**src/rtl/lsu_pkg.sv**
```systemverilog
// Shared definitions for the load/store unit: RV32I width codes, FSM states
// and the sizing rule for the ack timeout counter.
package lsu_pkg;

  localparam logic [2:0] F3_B  = 3'b000;
  localparam logic [2:0] F3_H  = 3'b001;
  localparam logic [2:0] F3_W  = 3'b010;
  localparam logic [2:0] F3_BU = 3'b100;
  localparam logic [2:0] F3_HU = 3'b101;

  typedef enum logic [1:0] {
    ST_IDLE,
    ST_LOAD,
    ST_FETCH,
    ST_WRITE
  } lsu_state_e;

  function automatic int cnt_width(input int timeout);
    return (timeout < 1) ? 1 : $clog2(timeout + 1);
  endfunction

endpackage

```
**src/rtl/lsu_align.sv**
```systemverilog
// Byte-lane datapath: extracts and extends load data from a memory word and
// merges sub-word store data into the previously read word.
module lsu_align
  import lsu_pkg::*;
(
  input  logic [2:0]  funct3,
  input  logic [1:0]  offset,
  input  logic [31:0] read_word,
  input  logic [15:0] store_data,
  output logic [31:0] load_data,
  output logic [31:0] merged_word
);

  logic [7:0]  byte_val;
  logic [15:0] half_val;

  always_comb begin
    byte_val = read_word[{offset, 3'b000} +: 8];
    half_val = offset[1] ? read_word[31:16] : read_word[15:0];

    case (funct3)
      F3_B:    load_data = {{24{byte_val[7]}}, byte_val};
      F3_BU:   load_data = {24'b0, byte_val};
      F3_H:    load_data = {{16{half_val[15]}}, half_val};
      F3_HU:   load_data = {16'b0, half_val};
      default: load_data = read_word;
    endcase

    // Only SB and SH reach the merge path; SW bypasses it entirely.
    merged_word = read_word;
    if (funct3 == F3_H) begin
      if (offset[1]) merged_word[31:16] = store_data;
      else           merged_word[15:0]  = store_data;
    end else begin
      merged_word[{offset, 3'b000} +: 8] = store_data[7:0];
    end
  end

endmodule

```
**src/rtl/load_store_unit.sv**
```systemverilog
// Load/store initiator: request decode and fault check, access FSM with ack
// timeout, and read-modify-write for sub-word stores on a word-only memory.
module load_store_unit
  import lsu_pkg::*;
#(
  parameter int ACK_TIMEOUT = 255
) (
  input  logic        clk,
  input  logic        rst_n,
  input  logic        i_req,
  input  logic        i_we,
  input  logic [2:0]  i_funct3,
  input  logic [31:0] i_addr,
  input  logic [31:0] i_wdata,
  output logic        o_busy,
  output logic        o_done,
  output logic [31:0] o_rdata,
  output logic        o_fault,
  output logic        o_stb,
  output logic        o_wr_en,
  output logic [31:0] o_addr,
  output logic [31:0] o_write_data,
  input  logic        i_rd_ack,
  input  logic [31:0] i_read_data
);

  localparam int            CW       = cnt_width(ACK_TIMEOUT);
  localparam logic [CW-1:0] CNT_LAST = CW'(ACK_TIMEOUT - 1);

  lsu_state_e    state_q, state_d;
  logic [2:0]    funct3_q, funct3_d;
  logic [1:0]    off_q, off_d;
  logic [15:0]   wdata_q, wdata_d;
  logic [CW-1:0] cnt_q, cnt_d;
  logic          done_q, done_d;
  logic          fault_q, fault_d;
  logic [31:0]   rdata_q, rdata_d;
  logic [31:0]   addr_q, addr_d;
  logic [31:0]   write_data_q, write_data_d;

  logic          req_fault;
  logic [31:0]   load_data;
  logic [31:0]   merged_word;

  lsu_align u_align (
    .funct3      (funct3_q),
    .offset      (off_q),
    .read_word   (i_read_data),
    .store_data  (wdata_q),
    .load_data   (load_data),
    .merged_word (merged_word)
  );

  always_comb begin
    req_fault = 1'b0;
    if (i_we) begin
      case (i_funct3)
        F3_B:    req_fault = 1'b0;
        F3_H:    req_fault = i_addr[0];
        F3_W:    req_fault = |i_addr[1:0];
        default: req_fault = 1'b1;
      endcase
    end else begin
      case (i_funct3)
        F3_B, F3_BU: req_fault = 1'b0;
        F3_H, F3_HU: req_fault = i_addr[0];
        F3_W:        req_fault = |i_addr[1:0];
        default:     req_fault = 1'b1;
      endcase
    end
  end

  always_comb begin
    state_d      = state_q;
    funct3_d     = funct3_q;
    off_d        = off_q;
    wdata_d      = wdata_q;
    cnt_d        = '0;
    done_d       = 1'b0;
    fault_d      = 1'b0;
    rdata_d      = rdata_q;
    addr_d       = addr_q;
    write_data_d = write_data_q;

    case (state_q)
      ST_IDLE: begin
        if (i_req) begin
          if (req_fault) begin
            fault_d = 1'b1;
          end else begin
            funct3_d = i_funct3;
            off_d    = i_addr[1:0];
            wdata_d  = i_wdata[15:0];
            addr_d   = {i_addr[31:2], 2'b00};
            if (!i_we) begin
              state_d = ST_LOAD;
            end else if (i_funct3 == F3_W) begin
              state_d      = ST_WRITE;
              write_data_d = i_wdata;
            end else begin
              state_d = ST_FETCH;
            end
          end
        end
      end
      ST_LOAD, ST_FETCH: begin
        if (i_rd_ack) begin
          if (state_q == ST_LOAD) begin
            rdata_d = load_data;
            done_d  = 1'b1;
            state_d = ST_IDLE;
          end else begin
            write_data_d = merged_word;
            state_d      = ST_WRITE;
          end
        end else if (cnt_q == CNT_LAST) begin
          // Abort after ACK_TIMEOUT strobe cycles; no write, result untouched.
          fault_d = 1'b1;
          state_d = ST_IDLE;
        end else begin
          cnt_d = cnt_q + CW'(1);
        end
      end
      ST_WRITE: begin
        done_d  = 1'b1;
        state_d = ST_IDLE;
      end
      default: state_d = ST_IDLE;
    endcase
  end

  always_ff @(posedge clk) begin
    if (!rst_n) begin
      state_q      <= ST_IDLE;
      funct3_q     <= '0;
      off_q        <= '0;
      wdata_q      <= '0;
      cnt_q        <= '0;
      done_q       <= 1'b0;
      fault_q      <= 1'b0;
      rdata_q      <= '0;
      addr_q       <= '0;
      write_data_q <= '0;
    end else begin
      state_q      <= state_d;
      funct3_q     <= funct3_d;
      off_q        <= off_d;
      wdata_q      <= wdata_d;
      cnt_q        <= cnt_d;
      done_q       <= done_d;
      fault_q      <= fault_d;
      rdata_q      <= rdata_d;
      addr_q       <= addr_d;
      write_data_q <= write_data_d;
    end
  end

  assign o_busy       = (state_q != ST_IDLE);
  assign o_stb        = (state_q == ST_LOAD) || (state_q == ST_FETCH);
  assign o_wr_en      = (state_q == ST_WRITE);
  assign o_done       = done_q;
  assign o_fault      = fault_q;
  assign o_rdata      = rdata_q;
  assign o_addr       = addr_q;
  assign o_write_data = write_data_q;

endmodule

```
**config.mk**
```make
export PLATFORM = sky130hd
export DESIGN_NAME = load_store_unit
export DESIGN_NICKNAME = d
export VERILOG_FILES = /design/src/rtl/lsu_pkg.sv /design/src/rtl/lsu_align.sv /design/src/rtl/load_store_unit.sv
export SDC_FILE = /design/constraint.sdc
export NUM_CORES = 1
export LEC_CHECK = 0
export CAP_MARGIN = 20
export CORE_MARGIN = 10
export CORE_UTILIZATION = 51
export DETAILED_ROUTE_END_ITERATION = 16
export PLACE_DENSITY = 0.86
export SLEW_MARGIN = 20
export SYNTH_ARGS = -nofsm -noshare
export SYNTH_HDL_FRONTEND = slang
export SYNTH_SLANG_ARGS = --single-unit
export TNS_END_PERCENT = 5
```
**constraint.sdc**
```tcl
create_clock -name clk -period 6 [get_ports clk]
set_input_delay 0.9 -clock clk [delete_from_list [all_inputs] [get_ports clk]]
set_output_delay 0.9 -clock clk [all_outputs]
set_load 0.005 [all_outputs]
```
After elaboration in Yosys (flattened, before gate mapping)
Cells that the tools add are included.
Word-level totals
  register bits: 127
  bits of input ports: 104
  output and inout bits: 101
  word-level logic and storage cells: 83
Cells by class
  $add $sub $neg: 2
  eq/ne operators: 18
  shift-type cells: 3
  mux-type cells: 32
  bitwise operators: 3
  reduce and logical (&&, ||, !) cells: 15
Operators by type and width (number)
  32-bit 2-to-1 mux: 7
  32-bit one-hot mux with 4 select lines: 1
  32-bit one-hot mux with 2 select lines: 1
  16-bit 2-to-1 mux: 3
  32-bit bitwise mux: 1
  8-bit by 7-bit variable shift with 32-bit output, first input constant: 1
  32-bit by 6-bit variable part select with 8-bit output: 1
  8-bit by 7-bit variable part select with 32-bit output: 1
  3-bit equality test, second input constant: 4
  2-bit 2-to-1 mux: 6
  2-bit inequality test, second input constant: 6
  3-bit AND reduction: 3
  8-bit by 1-bit adder with 8-bit output, second input constant: 1
  8-bit equality test, second input constant: 1
  1-bit 2-to-1 mux: 8
  2-bit OR reduction: 4
  5-bit negator with 7-bit output: 1
  7-bit AND reduction: 1
  3-bit by 1-bit equality test with 1-bit output, second input constant: 2
  3-bit zero test: 2
  1-bit one-hot mux with 3 select lines: 2
  2-bit one-hot mux with 3 select lines: 1
  2-bit equality test, second input constant: 2
  1-bit one-hot mux with 2 select lines: 2
  8 further kinds: 11

Longest topological paths before layout
Gate-level depths: netlist (run 1).
  depth after elaboration: 7
  gate-level depth with buffers: 10
  mapped depth without buffers: 6

Modules after synthesis
Synthesis (run 1) repeated with hierarchy kept, for this count alone.
Second synthesis, totals
  cell total of the unflattened synthesis: 813
  area, all modules: 6701.4 um^2
By module, submodules not included
  load_store_unit: instances 1, cells an instance 583, area each 5306.3 um^2, seq. area each 2542.4 um^2
  lsu_align: instances 1, cells an instance 230, area each 1395.1 um^2, seq. area each 0.0 um^2

Least setup slack after synthesis (run 1)
OpenSTA, ideal clock, no wires.
  path type: reg-to-reg
  from: reg off_q[1]
  to: reg write_data_q[16], in the netlist o_write_data[16]
  setup time: 0.081 ns
  arrival time: 2.265 ns
  required time: 5.919 ns
  setup slack: 3.654 ns
  stages on the path, launching flop included: 11
  clock period less this slack: 2.346 ns
  cells stage by stage: dfxtp_1 -> buf_2 -> buf_2 -> buf_2 -> inv_1 -> ha_1 -> nor4bb_1 -> clkbuf_1 -> a221o_1 -> a22oi_1 -> a211oi_2
On the way
  word-level cells in the longest chain between the ends: 7
  elaborated cells between the ends (all ways): 9
  classes of those cells: 1 x add/sub; 2 x shift; 6 x mux
RTL lines
  start: declaration: RTL line load_store_unit.sv:32  | logic [1:0] off_q, off_d;
  start signal: assignment: RTL line load_store_unit.sv:136  | off_q <= '0;
  start signal: assignment: RTL line load_store_unit.sv:147  | off_q <= off_d;
  5-bit negator with 7-bit output: RTL line lsu_align.sv:35  | merged_word[{offset, 3'b000} +: 8] = store_data[7:0];
  8-bit by 7-bit variable part select with 32-bit output / 8-bit by 7-bit variable shift with 32-bit output (equally long branches): RTL line lsu_align.sv:35
  32-bit bitwise mux: RTL line lsu_align.sv:35
  32-bit 2-to-1 mux *: RTL line lsu_align.sv:31  | if (funct3 == F3_H) begin
  32-bit 2-to-1 mux *: RTL line load_store_unit.sv:108  | if (state_q == ST_LOAD) begin
  32-bit 2-to-1 mux *: RTL line load_store_unit.sv:107  | if (i_rd_ack) begin
  32-bit one-hot mux with 2 select lines *: RTL line load_store_unit.sv:85  | case (state_q)
  end signal: assignment: RTL line load_store_unit.sv:154  | write_data_q <= write_data_d;
  end: declaration: RTL line load_store_unit.sv:39  | logic [31:0] write_data_q, write_data_d;
Every way passes the cells marked *; elsewhere a longest branch is shown, timed or not. The select of a mux whose other input is x is not followed.
A chain may end at the register's enable or synchronous reset.

==> run metrics, run 1 <==
required time of the critical path 6.35 ns; number of setup violations in the final report 0; largest fanout on the critical path 38; mux contribution to synthesized area under 10%; worst clock skew 0.005315 ns; top cell family by delay on the critical path buffers and inverters; clock slew at reported path FFs 0.05 ns; highest clock frequency the design can meet slightly above 300 MHz; PnR Total Power between 3 and 4 mW; count of input and output buffers 202; RePlAce Congestion approximately 0.9; CP max stage cell clkdlybuf4s50_1; CP Class primary input to flop; kind of end point of the critical path flop; share of cells above drive strength 1 10.52%; largest incremental delay on the critical path about 1 ns; Leakage around 3.1 nW; RSZ-0062 raised after global routing false; run status finished clean; master cell of the clock root buffer clkbuf_16; Tightest Pin Transition ~1.0 ns; height of the die ~130 microns; post_cts resized 0; Layout area overhead 37.48%; peak ir drop on the vdd network approximately 0.21 mV; worst path arrival time around 3.6 ns; floorplan row count 41; FF+latch count, synth 127; Final Hold Violating Endpoints 0; remaining number of nets flagged by the antenna check after routing 0; sum of overflow across all layers after global routing 0; final slew viol count 0; YS warnings 0; launching element type of the critical path primary input; wire length of the first global-routing pass ~36000 microns; htree depth 4; later-pin clock latency in the skew report roughly 0.42 ns; number of enable-type register cells in the synthesized netlist 0; number of buffers inserted during clock tree synthesis 17; placement-stage worst setup slack around 2.4 ns; leading cell type in the layout, fill and taps excluded clkdlybuf4s50_1; cell area after synthesis around 6700 sq um; average wire per standard cell slightly above 20 microns; initial DRC count roughly 870; period utilisation layout a little over half; Worst slew margin between 30% and 40%; setup slack of the critical path after layout 2.729 ns; commonest cells after routing, fill and taps aside clkdlybuf4s50_1, dfxtp_1, a21oi_1, nand2_1, a22oi_1; count of unresolved DRC violations after routing 0; dominant combinational cell family by area after synthesis compound AO/OA/AOI/OAI gates; Routed Wire Length 23140 microns; primary flip-flop cell chosen by synthesis mapping dfxtp_1; clock period minus final worst setup slack between 3 and 4 ns; Seq/Total Area, Yosys a little under two fifths; Buffers & Inverters on Critical Path 2; Post-CTS Setup Bufs 0; via count of the routed design approximately 6700; Max Cap Viol 0; die footprint 18130 sq um; worst min path class flop to flop; vias in the first global route around 6500; TritonCTS clock tree done; internal reg-to-reg setup slack between 3 and 4 ns; number of vias per cell approximately 6.0; TritonCTS sink count between 100 and 150; Simple-Gate Fraction of Synth Area between 10% and 20%; number of distinct library cell variants in the gate-level netlist after synthesis 50; synthesized instance count 770; parity-gate share of the synthesized area counting xor and xnor cells less than 1%; total track usage 24.77%; number of antenna violations at the first check in global routing 0; share of flip-flops with an asynchronous set or reset 0%; number of buffers between clock root and the deepest sink 2; post-detailed-placement half-perimeter wirelength roughly 16000 microns; starting density of the core a little over half; final net count between 1000 and 1500; Compound-Gate Fraction of Synth Area between 30% and 40%; CP cell instances clkdlybuf4s50_1, clkinv_2, nor2_1, a32o_1; top-level I/O count around 210; power density over the cells roughly 340 nW/um^2; Die Wd between 100 and 150 microns; largest net degree at the start of global routing 65; DRT Pass-1 Iters 5; Post-Synth Adder-Cell Area about 1.9%; number of hold buffers added after CTS 0; final setup TNS 0 ns; placeable core region approximately 13000 sq um; average instance area after synthesis 8.705 sq um
## logic make-up (layout without fill, tap and decap cells)
family	count (synthesis)	after routing
fa+ha+maj	10	10
simple gates	173	173
other cells	1	3
xor+xnor	6	6
flops	127	127
mux	50	50
compound gates	315	315
buf+inv	88	258
## path summary, 6_finish.rpt
path / to / start / cells past startpoint
hold / removal: o_addr[8] / o_addr[8] / 2
hold reg to reg: o_addr[8] / o_addr[8] / 2
setup / recovery: o_rdata[13] / rst_n / 4
setup reg to reg: o_write_data[29] / off_q[1] / 8
## final cells by class
class / instances / area, sq um
multi-input combinational: 556 / 3739
clock buffer: 25 / 495.5
tap: 172 / 215.2
timing repair buffer: 214 / 2112
sequential: 127 / 2544
fill: 1004 / 3507
inverter: 13 / 50.05
clock inverter: 6 / 57.56
antenna: 1 / 2.502
## cells in the mapped netlist, types with 7 or more instances
cell | count | area (sq um)
nand2b_1 | 9 | 56.30
clkbuf_1 | 37 | 138.9
dfxtp_1 | 127 | 2542
buf_2 | 23 | 115.1
a21oi_1 | 126 | 630.6
a211oi_1 | 34 | 255.2
inv_1 | 11 | 41.29
mux2i_1 | 34 | 340.3
a22oi_1 | 40 | 300.3
ha_1 | 10 | 125.1
buf_4 | 7 | 52.55
nand2_1 | 125 | 469.2
a32o_1 | 8 | 80.08
a211oi_2 | 30 | 375.4
nor2_1 | 16 | 60.06
a221o_1 | 33 | 330.3
mux2_2 | 16 | 180.2
o21ai_0 | 35 | 175.2
## worst register-to-register path, stage by stage (launching register included)
cell	delay (ns)
dfxtp_2	0.32
buf_4	0.60
inv_1	0.26
ha_1	0.38
nor4bb_1	0.46
buf_4	0.24
a221o_1	0.14
a22oi_1	0.13
a211oi_2	0.28
## metal layers
metal,vias up,share of wire (%),GRT usage [%]
li1,3166,-,-
met1,3122,40,30.09
met2,383,44,37.19
met3,61,12,10.57
met4,0,3.8,11.06
met5,-,0,0
## per-stage QoR
step           area [sq um]  hold slack [ns]  utilization (%)  cells
3_3_place_gp           8660           0.4404            68.07   1082
5_1_grt                9213           0.4657            72.41   1113
6_report               9215           0.4499            72.43   1114
2_1_floorplan          6706           0.4300                -    771
4_1_cts                9213           0.4514            72.41   1113
3_5_place_dp           8660           0.4441            68.07   1082
## report_power, final
part,internal [mW],switching [mW],leakage (nW)
combinational,0.523,0.632,1.84
clock,0.608,0.362,0.273
sequential,0.951,0.0743,1.03
## sequential cells by signal (all words and copies together), names as in the netlist, 2 cells and up
name and count:
state_q 2, o_addr 30, o_write_data 32, cnt_q 8, funct3_q 3, wdata_q 16, o_rdata 32, off_q 2
(Power assumes the default switching activity.)
==> run 2, diff against run 1 <==
--- a/config.mk
+++ b/config.mk
@@ -7,9 +7,9 @@
 export LEC_CHECK = 0
 export CAP_MARGIN = 20
 export CORE_MARGIN = 10
-export CORE_UTILIZATION = 51
+export CORE_UTILIZATION = 43
 export DETAILED_ROUTE_END_ITERATION = 16
-export PLACE_DENSITY = 0.86
+export PLACE_DENSITY = 0.77
 export SLEW_MARGIN = 20
 export SYNTH_ARGS = -nofsm -noshare
 export SYNTH_HDL_FRONTEND = slang
==> constraint.sdc (replaced) <==
create_clock -name clk -period 2.9 [get_ports clk]
set_input_delay 0.435 -clock clk [delete_from_list [all_inputs] [get_ports clk]]
set_output_delay 0.435 -clock clk [all_outputs]
set_load 0.005 [all_outputs]
==> run 2 against run 1 <==
Compared with the run above: clock-buffer cell count decreased by 2; clock power increased by 130%; critical endpoint is now o_busy; final cell count is 4.3% higher; via count up 1.2%; final area grew 2.3%; total power is 120% higher; die area grew 16%; critical path depth did not move; core utilization down 11 points; non-clock buffer count is 9 higher.
==> run metrics, run 2 (synthesis gave the netlist of run 1 again) <==
final setup TNS 0 ns; largest incremental delay on the critical path ~0.55 ns; Antenna diodes 0; number of vias per cell between 5 and 6; number of antenna violations at the first check in global routing 0; commonest cells after routing, fill and taps aside clkdlybuf4s50_1, dfxtp_1, a21oi_1, nand2_1, a22oi_1; number of buffers inserted during clock tree synthesis 17; placeable core region about 15000 sq um; htree depth 4; top cell family by delay on the critical path buffers and inverters; Leakage 3.224 nW; Worst slew margin 46.63%; peak ir drop on the vdd network 0.5771 mV; clock period minus final worst setup slack ~2.3 ns; CP max stage cell clkdlybuf4s50_1; vias in the first global route around 6800; sum of overflow across all layers after global routing 0; highest clock frequency the design can meet between 400 and 500 MHz; Routed Wire Length 24320 microns; height of the die ~140 microns; cell depth of the worst flop-to-flop path 6; floorplan row count 45; total track usage 22.83%; top-level I/O count 205; Global Route met2 Usage 35.29%; placed cell count 1130; required time of the critical path around 2.5 ns; placed standard-cell area approximately 9000 sq um; final slew viol count 0; largest fanout on the critical path 8; launch point of the worst hold path o_addr[14]; internal reg-to-reg setup slack ~0.65 ns; count of unresolved DRC violations after routing 0; remaining number of nets flagged by the antenna check after routing 0; critical path's most frequent cell inv_1; launching element type of the critical path flop; TritonCTS sink count approximately 130; clock slew at reported path FFs ~0.06 ns; starting density of the core a little over two fifths; origin of the critical flop-to-flop path off_q[0]; run status finished clean; number of buffers between clock root and the deepest sink 2; worst setup path startpoint state_q[0]; leading cell type in the layout, fill and taps excluded clkdlybuf4s50_1; number of setup violations in the final report 0; CP cell instances inv_1, ha_1, inv_1, clkdlybuf4s50_1; number of cells on the critical path 4; wire length of the first global-routing pass about 38000 microns; number of hold buffers added after CTS 0; Max Cap Viol 0; GRT Max-Usage Layer met2; met1 Track Usage GR 27.15%; worst path arrival time 1.84 ns; largest net degree at the start of global routing between 60 and 70; Buffers & Inverters on Critical Path 3; via count of the routed design between 6000 and 7000; Final Hold Violating Endpoints 0; post_cts resized 0; kind of end point of the critical path output port; power density over the cells 722.6 nW/um^2; post-detailed-placement half-perimeter wirelength around 17000 microns; RePlAce Congestion about 0.84; Tightest Pin Transition 0.8005 ns; RSZ-0062 raised after global routing false; initial DRC count 725; final net count 1052; die footprint approximately 21000 sq um; period utilisation layout about four fifths; worst clock skew about 0.0051 ns; share of cells above drive strength 1 11.57%; master cell of the clock root buffer clkbuf_16; non-filler instance count after layout roughly 1200; average wire per standard cell approximately 21 microns; cell depth of the worst hold path 2; CP Class flop to output port; Layout area overhead 40.60%; post-layout util just over 60%; Post-CTS Setup Bufs 0; Design Area, Final between 9000 and 10000 sq um; count of input and output buffers a little over 200; global routing usage on met3 10.43%; TritonCTS clock tree done; DRT Pass-1 Iters 5; Die Wd ~140 microns; worst min path class flop to flop; later-pin clock latency in the skew report 0.41 ns
-- run 2: area by class of cell --
class,count,area (sq um)
Clock inverter,9,132.6
Inverter,13,50.05
Multi-Input combinational cell,556,3739
Sequential cell,127,2544
Timing Repair Buffer,223,2217
Tap cell,211,264.0
Fill cell,1298,5834
Clock buffer,23,478.0
-- run 2: where the power goes --
part	switching, mW	leakage (nW)	total [mW]	internal (mW)
sequential	0.170	1.03	2.14	1.97
clock	0.790	0.293	2.21	1.42
combinational	1.33	1.90	2.46	1.14
-- run 2: metal layers --
metal | routed length [microns] | vias to the layer above | share of wire [%]
met1 | 9621 | 3204 | 40
met5 | 0 | - | 0
met4 | 739 | 0 | 3.0
met3 | 3129 | 43 | 13
li1 | - | 3189 | -
met2 | 10830 | 375 | 45
-- run 2: worst min-delay path, delay by kind of cell, from the launching register on --
| kind | cells | cell delay, ns |
|---|---|---|
| AND/OR/NAND/NOR | 1 | 0.05 |
| AO/OA/AOI/OAI | 1 | 0.05 |
| flip-flops | 1 | 0.30 |
-- run 2: final timing paths --
check,endpoint
setup / recovery,o_busy
hold reg to reg,o_addr[14]
setup reg to reg,o_write_data[9]
hold / removal,o_addr[14]
-- run 2: per-stage QoR --
step           setup WS [ns]  total power [mW]  hold WS, ns
5_1_grt               0.4417             7.150       0.4806
3_3_place_gp          0.5242             4.561       0.4405
4_1_cts               0.6144             6.813       0.4526
2_1_floorplan         0.5542             3.603       0.4300
3_5_place_dp          0.4720             4.587       0.4457
6_report              0.6239             6.810       0.4510
